**src/rtl/mem_port_arbiter_pkg.sv**
```systemverilog
// Shared encodings for the IF/MEM memory port arbiter: FSM states, grant codes,
// stall vector bit positions and the latched RAM command record.
package mem_port_arbiter_pkg;

    typedef enum logic [1:0] {
        ST_IDLE    = 2'd0,
        ST_IF_ACC  = 2'd1,
        ST_MEM_ACC = 2'd2
    } state_e;

    localparam logic [1:0] GNT_NONE = 2'b00;
    localparam logic [1:0] GNT_IF   = 2'b01;
    localparam logic [1:0] GNT_MEM  = 2'b10;

    localparam int STALL_IF  = 1;
    localparam int STALL_MEM = 4;

    localparam logic [3:0] SEL_FETCH = 4'b1111;

    typedef struct packed {
        logic        req;
        logic        we;
        logic [31:0] addr;
        logic [3:0]  sel;
        logic [31:0] wdata;
    } ram_cmd_t;

endpackage

```
**src/rtl/mem_port_arbiter_if.sv**
```systemverilog
// Handshaked single-port RAM bus; the arbiter is the master, the RAM the slave.
interface mem_port_arbiter_if;

    logic        ram_req_o;
    logic        ram_we_o;
    logic [31:0] ram_addr_o;
    logic [3:0]  ram_sel_o;
    logic [31:0] ram_wdata_o;
    logic [31:0] ram_rdata_i;
    logic        ram_ack_i;

    modport master (
        output ram_req_o, ram_we_o, ram_addr_o, ram_sel_o, ram_wdata_o,
        input  ram_rdata_i, ram_ack_i
    );

    modport slave (
        input  ram_req_o, ram_we_o, ram_addr_o, ram_sel_o, ram_wdata_o,
        output ram_rdata_i, ram_ack_i
    );

endinterface

```
**src/rtl/mem_port_arbiter.sv**
```systemverilog
// Serialises instruction fetch and MEM-stage accesses onto one handshaked RAM
// port, holding each result until the owning stage advances.
module mem_port_arbiter
    import mem_port_arbiter_pkg::*;
#(
    parameter int TIMEOUT_CYCLES = 255,
    parameter int TMO_W          = 8
) (
    input  logic               clk,
    input  logic               rst,
    input  logic [5:0]         stall_i,
    input  logic               if_ce_i,
    input  logic [31:0]        if_addr_i,
    output logic [31:0]        if_inst_o,
    output logic               if_stallreq_o,
    input  logic               mem_ce_i,
    input  logic               mem_we_i,
    input  logic [31:0]        mem_addr_i,
    input  logic [3:0]         mem_sel_i,
    input  logic [31:0]        mem_data_i,
    output logic [31:0]        mem_data_o,
    output logic               mem_stallreq_o,
    mem_port_arbiter_if.master ram,
    output logic               bus_err_o,
    output logic [1:0]         grant_o
);

    localparam logic [TMO_W-1:0] TMO_LAST = TMO_W'(TIMEOUT_CYCLES - 1);

    state_e           state_q, state_d;
    ram_cmd_t         cmd_q, cmd_d;
    logic [1:0]       grant_d;
    logic [31:0]      if_inst_d, mem_data_d;
    logic             bus_err_d;
    logic             if_done_q, if_done_d, mem_done_q, mem_done_d;
    logic             if_set, mem_set, finish;
    logic [TMO_W-1:0] cnt_q, cnt_d;

    logic unused_stall;
    assign unused_stall = ^{stall_i[5], stall_i[3:2], stall_i[0]};

    assign if_stallreq_o  = if_ce_i & ~if_done_q;
    assign mem_stallreq_o = mem_ce_i & ~mem_done_q;

    assign ram.ram_req_o   = cmd_q.req;
    assign ram.ram_we_o    = cmd_q.we;
    assign ram.ram_addr_o  = cmd_q.addr;
    assign ram.ram_sel_o   = cmd_q.sel;
    assign ram.ram_wdata_o = cmd_q.wdata;

    always_comb begin
        state_d    = state_q;
        cmd_d      = cmd_q;
        grant_d    = grant_o;
        if_inst_d  = if_inst_o;
        mem_data_d = mem_data_o;
        bus_err_d  = 1'b0;
        cnt_d      = cnt_q;
        if_set     = 1'b0;
        mem_set    = 1'b0;
        finish     = ram.ram_ack_i | (cnt_q == TMO_LAST);

        case (state_q)
            ST_IDLE: begin
                cnt_d = '0;
                // MEM holds the older instruction, so it wins a tie.
                if (mem_ce_i & ~mem_done_q) begin
                    cmd_d   = '{req: 1'b1, we: mem_we_i, addr: mem_addr_i,
                                sel: mem_sel_i, wdata: mem_data_i};
                    grant_d = GNT_MEM;
                    state_d = ST_MEM_ACC;
                end else if (if_ce_i & ~if_done_q) begin
                    cmd_d   = '{req: 1'b1, we: 1'b0, addr: if_addr_i,
                                sel: SEL_FETCH, wdata: 32'h0};
                    grant_d = GNT_IF;
                    state_d = ST_IF_ACC;
                end
            end
            ST_IF_ACC, ST_MEM_ACC: begin
                cnt_d = cnt_q + TMO_W'(1);
                if (finish) begin
                    cmd_d.req = 1'b0;
                    grant_d   = GNT_NONE;
                    cnt_d     = '0;
                    state_d   = ST_IDLE;
                    // An ack landing on the last timeout cycle still counts.
                    bus_err_d = ~ram.ram_ack_i;
                    if (state_q == ST_IF_ACC) begin
                        if_set    = 1'b1;
                        if_inst_d = ram.ram_ack_i ? ram.ram_rdata_i : 32'h0;
                    end else begin
                        mem_set = 1'b1;
                        if (!cmd_q.we)
                            mem_data_d = ram.ram_ack_i ? ram.ram_rdata_i : 32'h0;
                    end
                end
            end
            default: state_d = ST_IDLE;
        endcase

        if_done_d  = if_set  | (if_done_q  & stall_i[STALL_IF]);
        mem_done_d = mem_set | (mem_done_q & stall_i[STALL_MEM]);
    end

    always_ff @(posedge clk or posedge rst) begin
        if (rst) begin
            state_q    <= ST_IDLE;
            cmd_q      <= '0;
            grant_o    <= GNT_NONE;
            if_inst_o  <= '0;
            mem_data_o <= '0;
            bus_err_o  <= 1'b0;
            if_done_q  <= 1'b0;
            mem_done_q <= 1'b0;
            cnt_q      <= '0;
        end else begin
            state_q    <= state_d;
            cmd_q      <= cmd_d;
            grant_o    <= grant_d;
            if_inst_o  <= if_inst_d;
            mem_data_o <= mem_data_d;
            bus_err_o  <= bus_err_d;
            if_done_q  <= if_done_d;
            mem_done_q <= mem_done_d;
            cnt_q      <= cnt_d;
        end
    end

endmodule

```
**src/flat_wrapper.sv**
```systemverilog
// flat-port wrapper written by rule: the top's interface ports become plain ports
module mem_port_arbiter_flat import mem_port_arbiter_pkg::*;
#(
    parameter int TIMEOUT_CYCLES = 255,
    parameter int TMO_W          = 8
)
  (clk, rst, stall_i, if_ce_i, if_addr_i, if_inst_o, if_stallreq_o, mem_ce_i, mem_we_i, mem_addr_i, mem_sel_i, mem_data_i, mem_data_o, mem_stallreq_o, bus_err_o, grant_o, ram_ram_req_o, ram_ram_we_o, ram_ram_addr_o, ram_ram_sel_o, ram_ram_wdata_o, ram_ram_rdata_i, ram_ram_ack_i);
  mem_port_arbiter_if ram_i ();
  input  logic clk;
  input  logic rst;
  input  logic [5:0] stall_i;
  input  logic if_ce_i;
  input  logic [31:0] if_addr_i;
  output logic [31:0] if_inst_o;
  output logic if_stallreq_o;
  input  logic mem_ce_i;
  input  logic mem_we_i;
  input  logic [31:0] mem_addr_i;
  input  logic [3:0] mem_sel_i;
  input  logic [31:0] mem_data_i;
  output logic [31:0] mem_data_o;
  output logic mem_stallreq_o;
  output logic bus_err_o;
  output logic [1:0] grant_o;
  output wire logic [$bits(ram_i.ram_req_o)-1:0] ram_ram_req_o;
  output wire logic [$bits(ram_i.ram_we_o)-1:0] ram_ram_we_o;
  output wire logic [$bits(ram_i.ram_addr_o)-1:0] ram_ram_addr_o;
  output wire logic [$bits(ram_i.ram_sel_o)-1:0] ram_ram_sel_o;
  output wire logic [$bits(ram_i.ram_wdata_o)-1:0] ram_ram_wdata_o;
  input wire logic [$bits(ram_i.ram_rdata_i)-1:0] ram_ram_rdata_i;
  input wire logic [$bits(ram_i.ram_ack_i)-1:0] ram_ram_ack_i;
  assign ram_ram_req_o = ram_i.ram_req_o;
  assign ram_ram_we_o = ram_i.ram_we_o;
  assign ram_ram_addr_o = ram_i.ram_addr_o;
  assign ram_ram_sel_o = ram_i.ram_sel_o;
  assign ram_ram_wdata_o = ram_i.ram_wdata_o;
  assign ram_i.ram_rdata_i = ram_ram_rdata_i;
  assign ram_i.ram_ack_i = ram_ram_ack_i;
  mem_port_arbiter #(.TIMEOUT_CYCLES(TIMEOUT_CYCLES), .TMO_W(TMO_W)) u_core (.clk(clk), .rst(rst), .stall_i(stall_i), .if_ce_i(if_ce_i), .if_addr_i(if_addr_i), .if_inst_o(if_inst_o), .if_stallreq_o(if_stallreq_o), .mem_ce_i(mem_ce_i), .mem_we_i(mem_we_i), .mem_addr_i(mem_addr_i), .mem_sel_i(mem_sel_i), .mem_data_i(mem_data_i), .mem_data_o(mem_data_o), .mem_stallreq_o(mem_stallreq_o), .ram(ram_i), .bus_err_o(bus_err_o), .grant_o(grant_o));
endmodule
```
**config.mk**
```make
export PLATFORM = sky130hd
export DESIGN_NAME = mem_port_arbiter_flat
export DESIGN_NICKNAME = d
export VERILOG_FILES = /design/src/rtl/mem_port_arbiter_pkg.sv /design/src/rtl/mem_port_arbiter_if.sv /design/src/rtl/mem_port_arbiter.sv /design/src/flat_wrapper.sv
export SDC_FILE = /design/constraint.sdc
export NUM_CORES = 1
export LEC_CHECK = 0
export BUFFER_PORTS_ARGS = -buffer_cell sky130_fd_sc_hd__buf_2
export CAP_MARGIN = 20
export CORE_ASPECT_RATIO = 1.5
export CORE_MARGIN = 5
export CORE_UTILIZATION = 47
export DETAILED_ROUTE_END_ITERATION = 10
export PLACE_DENSITY_LB_ADDON = 0.15
export SYNTH_ARGS = -nofsm -noshare
export SYNTH_HDL_FRONTEND = slang
export SYNTH_SLANG_ARGS = --single-unit
```
**constraint.sdc**
```tcl
create_clock -name clk -period 4.57 [get_ports clk]
set_input_delay 0 -clock clk [delete_from_list [all_inputs] [get_ports clk]]
set_output_delay 0 -clock clk [all_outputs]
set_load 0.02 [all_outputs]
```
; Yosys cells after proc, flatten, opt, wreduce, memory -nomap -nowiden
; Cells that the tools add are included.
[op_classes]
n_addsub = 1
n_mux = 20
bitwise_logic = 12
eq_ne = 5
reduce_logical = 9
[op_table]
columns = operator, n
row1 = $mux W70, 2
row2 = $mux W32, 1
row3 = $pmux W8 S2, 1
row4 = $mux W1, 9
row5 = $add A8 B1 Y8 const B, 1
row6 = $eq A8 B8 Y1 const B, 1
row7 = $mux W8, 1
row8 = $pmux W2 S2, 2
row9 = $mux W2, 3
row10 = $reduce_and A3 Y1, 2
row11 = $not A1 Y1, 5
row12 = $and A1 B1 Y1, 4
row13 = $reduce_and A2 Y1, 2
row14 = $reduce_and A4 Y1, 1
row15 = $reduce_bool A2 Y1, 2
row16 = $ne A3 B3 Y1 const B, 1
row17 = $or A1 B1 Y1, 3
row18 = $eq A2 B1 Y1 const B, 1
row19 = $eq A2 B2 Y1 const B, 1
row20 = $logic_not A2 Y1, 1
row21 = $ne A2 B1 Y1 const B, 1
row22 = $pmux W1 S2, 1
row23 = $reduce_or A2 Y1, 1
[totals]
wordCells = 60
register_bits = 149

; Longest topological paths before layout
; Gate-level depths: netlist of run 1.
[logic_depth]
ltp_word = 5
ltp_mapped = 8

; Worst setup path after synthesis of run 1
; No wires, ideal clock.
[synth_timing]
path_type = reg2reg
start = register u_core.state_q[0]
end = register u_core.mem_data_o[0]
required_ns = 4.448
slack_ns = 2.869
setup_ns = 0.122
period_less_slack_ns = 1.701
stages_incl_launch_ff = 7
t_arrival_ns = 1.579
path_buffers = 1
cell_sequence = dfrtp_1 > inv_1 > ha_1 > nor3b_4 > nand2_4 > buf_6 > a32o_1
[synth_between]
elab_chain_len = 3
elab_cells_between_ends = 5
[synth_rtl]
columns = item, line_no
row1 = start: declaration, mem_port_arbiter.sv:30  ; state_e state_q, state_d;
row2 = start signal: assignment, mem_port_arbiter.sv:117  ; state_q <= state_d;
row3 = $eq A2 B2 Y1 or $eq A2 B1 Y1 (tied branches), "mem_port_arbiter.sv:63, mem_port_arbiter.sv:88"
row4 = $reduce_or A2 Y1 or $not A1 Y1 (tied branches), --
row5 = $reduce_and A4 Y1 (no source line) (*), --
row6 = end signal: assignment, mem_port_arbiter.sv:121  ; mem_data_o <= mem_data_d;
row7 = end: declaration, mem_port_arbiter.sv:21  ; output logic [31:0] mem_data_o,
; Mark *: on every way between the ends. The rest lies on a longest branch, timed or not.
; A chain may end at the register's enable or synchronous reset.

; Final worst setup path of run 1
[layout_timing]
start = register u_core.state_q[1]
end = register u_core.cmd_q (netlist bit u_core.ram.ram_addr_o[7])
[layout_between]
elab_chain_len = 2
[layout_rtl]
columns = item, line_no
row1 = $logic_not A2 Y1, mem_port_arbiter.sv:63  ; case (state_q)
row2 = $reduce_and A2 Y1 (no source line), --
row3 = end signal: assignment, mem_port_arbiter.sv:118  ; cmd_q <= cmd_d;
row4 = end: declaration, mem_port_arbiter.sv:31  ; ram_cmd_t cmd_q, cmd_d;
; No other way between the ends.

==> reports/results.txt, run 1 <==
Startpoint-to-endpoint class of the critical path: flop to flop
Global routing usage summed across all routing layers: 0.253
Sequential share of the synthesized area: 0.613
Net count of the mapped netlist: 643
Antenna-violating nets left: 0
Flop and latch count out of synthesis: 149
Floorplan core area: 12800 um^2
Number of clock buffers inserted by TritonCTS: 17
Peak fanout along the critical path: 44
Delay of the slowest cell on the worst path: 630 ps
Leftover overflow at the end of global routing: 0
Violation count after the first detailed-routing iteration: 210
Initial antenna violation count: 0
Die Outline Area: 15400 um^2
Clock tree from TritonCTS: yes
Post-route clock skew: 10.7 ps
Transition time at the pin with the least slew margin: 808 ps
Warnings from Yosys: 0
Total power: 6.78 mW
Worst slack on hold paths: 43.0 ps
PD cells: 715 nW/um^2
Distinct cell type count after synthesis: 40
Ports placed on the boundary: 283
Outcome: completed
Hold Vio Cnt, Final: 0
Vias after detailed routing: 5794
Cell at the root of the clock tree: clkbuf_16
Highest achievable clock rate: 341 MHz
Cell area after synthesis: 6080 um^2
Number of cells in the finished layout apart from fillers: 1064
Setup slack, reg-to-reg: 1640 ps
Class of the tightest hold or removal check: primary input to async pin
Cells after synthesis: 493
CP Data Arrival Time: 3270 ps
Maximum number of pins on one net before global-route repair: 111
Primary FF master, synth: dfrtp_1
Maximum ir drop on the vdd rail: 0.384 mV
Number of diodes: 0
First-pass GRT wire length: 30200 um
Total half-perimeter wirelength after legalization and detailed placement: 12000 um
Critical path's slowest cell: a21boi_4
Leak pwr: 4.67 nW
Kind of launch point of the worst setup path: flop
Post-synthesis area per instance: 12.3 um^2
Total clock sinks: 149
Number of buffers inserted to repair setup after CTS: 0
Final max-slew violation count: 0
WL final: 19600 um
Count of flip-flops with a built-in enable after synthesis: 0
Number of H-tree levels: 4
RSZ-0062 raised after global routing: no
Die outline width: 103 um
Core occupancy in the finished layout: 0.739
PortBufs: 278
Share of cells above drive strength 1: 0.362
Final-stage net count: 1042
Maximum number of buffers from clock root to sink: 2
Via count of the first global-routing pass: 6138
Latest clock arrival within the worst-skew pair: 410 ps
Share of flip-flops with an asynchronous set or reset: 1.00
Vias per cell: 5.45
Final period util: 0.642
Area added between synthesis and finish: 55.8%
Die Span Y: 149 um
Cell Chain, Critical Path: inv_1 > ha_1 > a21boi_4 > buf_4 > nor2_1 > a31oi_1 > dlygate4sd3_1
Endpoint required time on the critical path: 4910 ps
Number of standard-cell rows in the floorplan: 51
Number of instances in the placed design: 893
Starting utilization of the core area: 0.474
Routability congestion estimate from global placement: 0.809
Minimum period implied by the final worst setup slack: 2930 ps
Number of maximum-capacitance constraint violations: 0
Number of iterations in the first detailed-routing pass: 5
Clock input transition at the sequential cells of the worst setup and hold paths: 60 ps
Count of final setup violators: 0
Wire length per cell: 18.4 um
Summed negative setup slack over all endpoints: 0 ps
Worst slew margin relative to its limit: 0.460
Fill cells: 843
Remaining routing DRC violations: 0
Worst setup EP type: flop
## cell families (layout without fill, tap and decap cells)
logic type	after synthesis	in the layout	synth area share
AOI/OAI and AO/OA	155	155	0.220
DFF	149	149	0.613
and+or+nand+nor	130	130	0.0940
buffers and inverters	50	462	0.0566
adders and majority gates	6	6	0.0123
xor gates and xnor gates	3	3	0.00432
## repair_timing
item	4_1_cts	5_1_grt
resized for setup	0	0
endpoints found under the hold margin	244	0
hold buffers	136	0
## power breakdown
group          total, mW  switching [mW]  internal [mW]
registers           2.19           0.306           1.89
logic               3.12            1.81           1.31
clock network       1.47           0.578          0.892
## layout make-up
type                       count  area, um^2  share of cell area
clock buffer                  18         439              0.0463
tap                          159         199              0.0210
sequential                   149        3730               0.393
multi-input combinational    294        2020               0.213
inverter                       7        33.8             0.00356
timing repair buffer         423        2870               0.303
clock inverter                14         189              0.0199
## through the flow
step	instance area, um^2	worst slack, ps
after floorplan	6080	562
after global placement	7420	2130
after detailed placement	7420	2010
after CTS	9410	1700
after global routing	9480	1450
final	9480	1640
## state kept, by name, summed over array words and instances (netlist names)
| name | count |
|---|---|
| u_core.grant_o | 2 |
| u_core.mem_done_q | 1 |
| u_core.mem_data_o | 32 |
| u_core.if_done_q | 1 |
| u_core.ram.ram_wdata_o | 32 |
| u_core.ram.ram_we_o | 1 |
| u_core.ram.ram_sel_o | 4 |
| u_core.bus_err_o | 1 |
| u_core.if_inst_o | 32 |
| u_core.cnt_q | 8 |
| u_core.ram.ram_req_o | 1 |
| u_core.ram.ram_addr_o | 32 |
| u_core.state_q | 2 |
## routing by layer
layer	routed length (um)	share of wire	vias up	GRT usage
li1	-	-	2636	-
met1	7290	0.37	2853	0.300
met2	10400	0.53	250	0.434
met3	1210	0.062	55	0.0538
met4	741	0.038	0	0.113
met5	0	0	-	0
## cell usage in the layout, fill, tap and decap left out, types with 6 or more instances in the layout
cell type,Yosys,routed
clkbuf_16,0,17
a32o_1,66,66
inv_6,0,6
a31oi_1,33,33
dlygate4sd3_1,0,136
a22o_1,35,35
buf_4,2,6
nand2_1,73,73
buf_2,12,278
nor2_1,38,38
ha_1,6,6
dfrtp_1,149,149
## cells in the mapped netlist, types with 2 or more instances
cell type  number  area (um^2)
buf_6          10          113
buf_2          12         60.1
a32o_1         66          661
clkbuf_1       11         41.3
nand3_1         3         15.0
nand2_1        73          274
inv_1           6         22.5
xnor2_1         2         17.5
dfrtp_1       149         3730
nor2b_1         2         12.5
ha_1            6         75.1
buf_4           2         15.0
nor2_1         38          143
nand2_4         2         22.5
nor3_1          3         15.0
o21bai_1        2         15.0
a21oi_1         4         20.0
o22a_1          4         35.0
a22o_1         35          307
clkbuf_8        5         68.8
nand2b_1        3         18.8
o21ai_0         2         10.0
a31oi_1        33          206
a21o_1          4         30.0
## path summary, 6_finish.rpt
check | startpoint | endpoint | cells after the start
min | rst | u_core.ram.ram_wdata_o[29] | 3
min reg2reg | u_core.if_done_q | u_core.if_done_q | 1
max reg2reg | u_core.state_q[1] | u_core.ram.ram_addr_o[7] | 7
max in group asynchronous | rst | u_core.ram.ram_addr_o[4] | 5
max | u_core.state_q[1] | u_core.ram.ram_addr_o[7] | 7
min in group clk | if_ce_i | u_core.state_q[1] | 4
## critical path: cells and delay by family (launching register included)
kind | cells | cell delay, ps
DFF | 1 | 400
and+or+nand+nor | 1 | 90
buffers and inverters | 3 | 1210
adders and majority gates | 1 | 340
AOI/OAI and AO/OA | 2 | 800
(Power assumes the default switching activity.)
==> run 2, diff against run 1 <==
--- a/config.mk
+++ b/config.mk
@@ -9,7 +9,7 @@
 export CAP_MARGIN = 20
 export CORE_ASPECT_RATIO = 1.5
 export CORE_MARGIN = 5
-export CORE_UTILIZATION = 47
+export CORE_UTILIZATION = 42
 export DETAILED_ROUTE_END_ITERATION = 10
 export PLACE_DENSITY_LB_ADDON = 0.15
 export SYNTH_ARGS = -nofsm -noshare
==> constraint.sdc (replaced) <==
create_clock -name clk -period 2.35 [get_ports clk]
set_input_delay 0 -clock clk [delete_from_list [all_inputs] [get_ports clk]]
set_output_delay 0 -clock clk [all_outputs]
set_load 0.02 [all_outputs]
==> run 2 against run 1 <==
Net effect: combinational power increased by 96%; register-to-register slack got worse by 1500 ps; sequential power increased by 95%; critical path depth unchanged.
==> reports/results.txt, run 2 (synthesis gave the netlist of run 1 again) <==
Initial antenna violation count: 0
Total power: 13.1 mW
Number of clock buffers inserted by TritonCTS: 17
RSZ-0062 raised after global routing: no
Wire length per cell: 17.4 um
Maximum ir drop on the vdd rail: 0.694 mV
Area added between synthesis and finish: 57.1%
Number of buffers inserted to repair setup after CTS: 0
Startpoint-to-endpoint class of the critical path: flop to flop
Summed negative setup slack over all endpoints: 0 ps
WL final: 19200 um
Internal power: 7.89 mW
Latest clock arrival within the worst-skew pair: 410 ps
Number of maximum-capacitance constraint violations: 0
Endpoint of the worst register-to-register path: u_core.ram.ram_addr_o[3]
Global routing usage summed across all routing layers: 0.223
Vias per cell: 5.26
First-pass GRT wire length: 29900 um
Endpoint required time on the critical path: 2700 ps
Transition time at the pin with the least slew margin: 859 ps
Hold Vio Cnt, Final: 0
Most common cell after layout, fill and taps aside: buf_2
Fill cells: 1106
Critical R2R Launch: u_core.mem_done_q
Sw power: 5.24 mW
Final period util: 0.941
Flop pwr share: 0.326
Antenna-violating nets left: 0
Peak fanout along the critical path: 36
Critical path endpoint: u_core.ram.ram_addr_o[3]
Number of instances in the placed design: 935
Worst slew margin relative to its limit: 0.426
Routability congestion estimate from global placement: 0.763
Switch share: 0.399
Remaining routing DRC violations: 0
Clock tree from TritonCTS: yes
Number of iterations in the first detailed-routing pass: 5
CP Data Arrival Time: 2560 ps
Worst setup EP type: flop
Via count of the first global-routing pass: 6113
Final-stage net count: 1046
Share of cells above drive strength 1: 0.364
Die Span Y: 157 um
Cell at the root of the clock tree: clkbuf_16
Ports placed on the boundary: 283
Class of the tightest hold or removal check: primary input to flop
Setup slack, reg-to-reg: 140 ps
PD cells: 1370 nW/um^2
Maximum number of buffers from clock root to sink: 2
Worst slack on hold paths: 105 ps
Final max-slew violation count: 0
Kind of launch point of the worst setup path: flop
Die outline width: 108 um
Commonest non-fill, non-tap cells in the layout: buf_2 (278), dfrtp_1 (149), dlygate4sd3_1 (137)
Combinational share of power: 0.466
Depth of the worst register-to-register path: 7
Clock input transition at the sequential cells of the worst setup and hold paths: 70 ps
Number of cells in the finished layout apart from fillers: 1105
Combined area of the multi-input logic cells: 2030 um^2
Maximum number of pins on one net before global-route repair: 69
Leak pwr: 4.67 nW
Highest achievable clock rate: 452 MHz
Minimum period implied by the final worst setup slack: 2210 ps
PortBufs: 278
Depth of the worst hold-timing path: 4
Number of H-tree levels: 4
Total clock sinks: 149
Number of diodes: 0
Floorplan core area: 14400 um^2
Slack of the critical path: 138 ps
Outcome: completed
Post-route clock skew: 12.8 ps
Flip-flop and latch area: 3730 um^2
Starting utilization of the core area: 0.423
Post-placement setup slack: 479 ps
Leftover overflow at the end of global routing: 0
Count of final setup violators: 0
Total half-perimeter wirelength after legalization and detailed placement: 11700 um
Die Outline Area: 17000 um^2
Startpoint of the worst setup timing path: u_core.mem_done_q
Number of standard-cell rows in the floorplan: 54
Clock share of power: 0.209
Vias after detailed routing: 5811
Violation count after the first detailed-routing iteration: 308
run 2: stage by stage:
stage           util  instance area [um^2]
2_1_floorplan      -                  6090
3_3_place_gp   0.525                  7550
3_5_place_dp   0.525                  7550
4_1_cts        0.661                  9510
5_1_grt        0.664                  9560
6_report       0.664                  9560
run 2: worst min path at each step:
| stage | startpoint | end | slack, ps |
|---|---|---|---|
| 2_1_floorplan | stall_i[1] | u_core.if_done_q | 130 |
| 3_3_place_gp | rst | u_core.if_inst_o[6] | 190 |
| 3_5_place_dp | rst | u_core.mem_data_o[6] | 200 |
| 4_1_cts | if_ce_i | u_core.state_q[1] | 90 |
| 5_1_grt | if_ce_i | u_core.state_q[1] | 140 |
| 6_report | if_ce_i | u_core.state_q[1] | 110 |
run 2: what timing repair did:
action | CTS | global route
endpoints found under the setup margin | 0 | 32
hold endpoints to repair | 169 | 0
hold buffers | 137 | 0
resized for setup | 0 | 3
run 2: area by class of cell:
| cell class | instances | area share |
|---|---|---|
| flip-flops and latches | 149 | 0.390 |
| clock inverters | 14 | 0.0173 |
| well taps | 196 | 0.0257 |
| inverters | 7 | 0.00340 |
| clock buffers | 18 | 0.0449 |
| repair buffers | 427 | 0.306 |
| multi-input cells | 294 | 0.213 |
run 2: power by group through the flow:
stage / clock, mW / sequential, mW / combinational, mW
after floorplan: 0 / 5.56 / 2.35
after global placement: 0 / 4.27 / 5.22
after detailed placement: 0 / 4.29 / 5.33
after CTS: 2.81 / 4.26 / 5.99
after global routing: 2.93 / 4.42 / 6.57
final: 2.74 / 4.28 / 6.12
run 2: metal layers:
layer  vias to the layer above  track usage  wire, um
met5                         -            0         0
met4                         0        0.108       697
met3                        54       0.0566      1360
met2                       268        0.380      9750
met1                      2844        0.260      7400
li1                       2645            -         -
run 2: critical path: stages (launching register included):
cell	delay (ps)
dfrtp_1	370
nand2b_1	220
buf_6	240
a21boi_4	270
buf_12	230
nor2_1	80
a31oi_1	160
dlygate4sd3_1	570
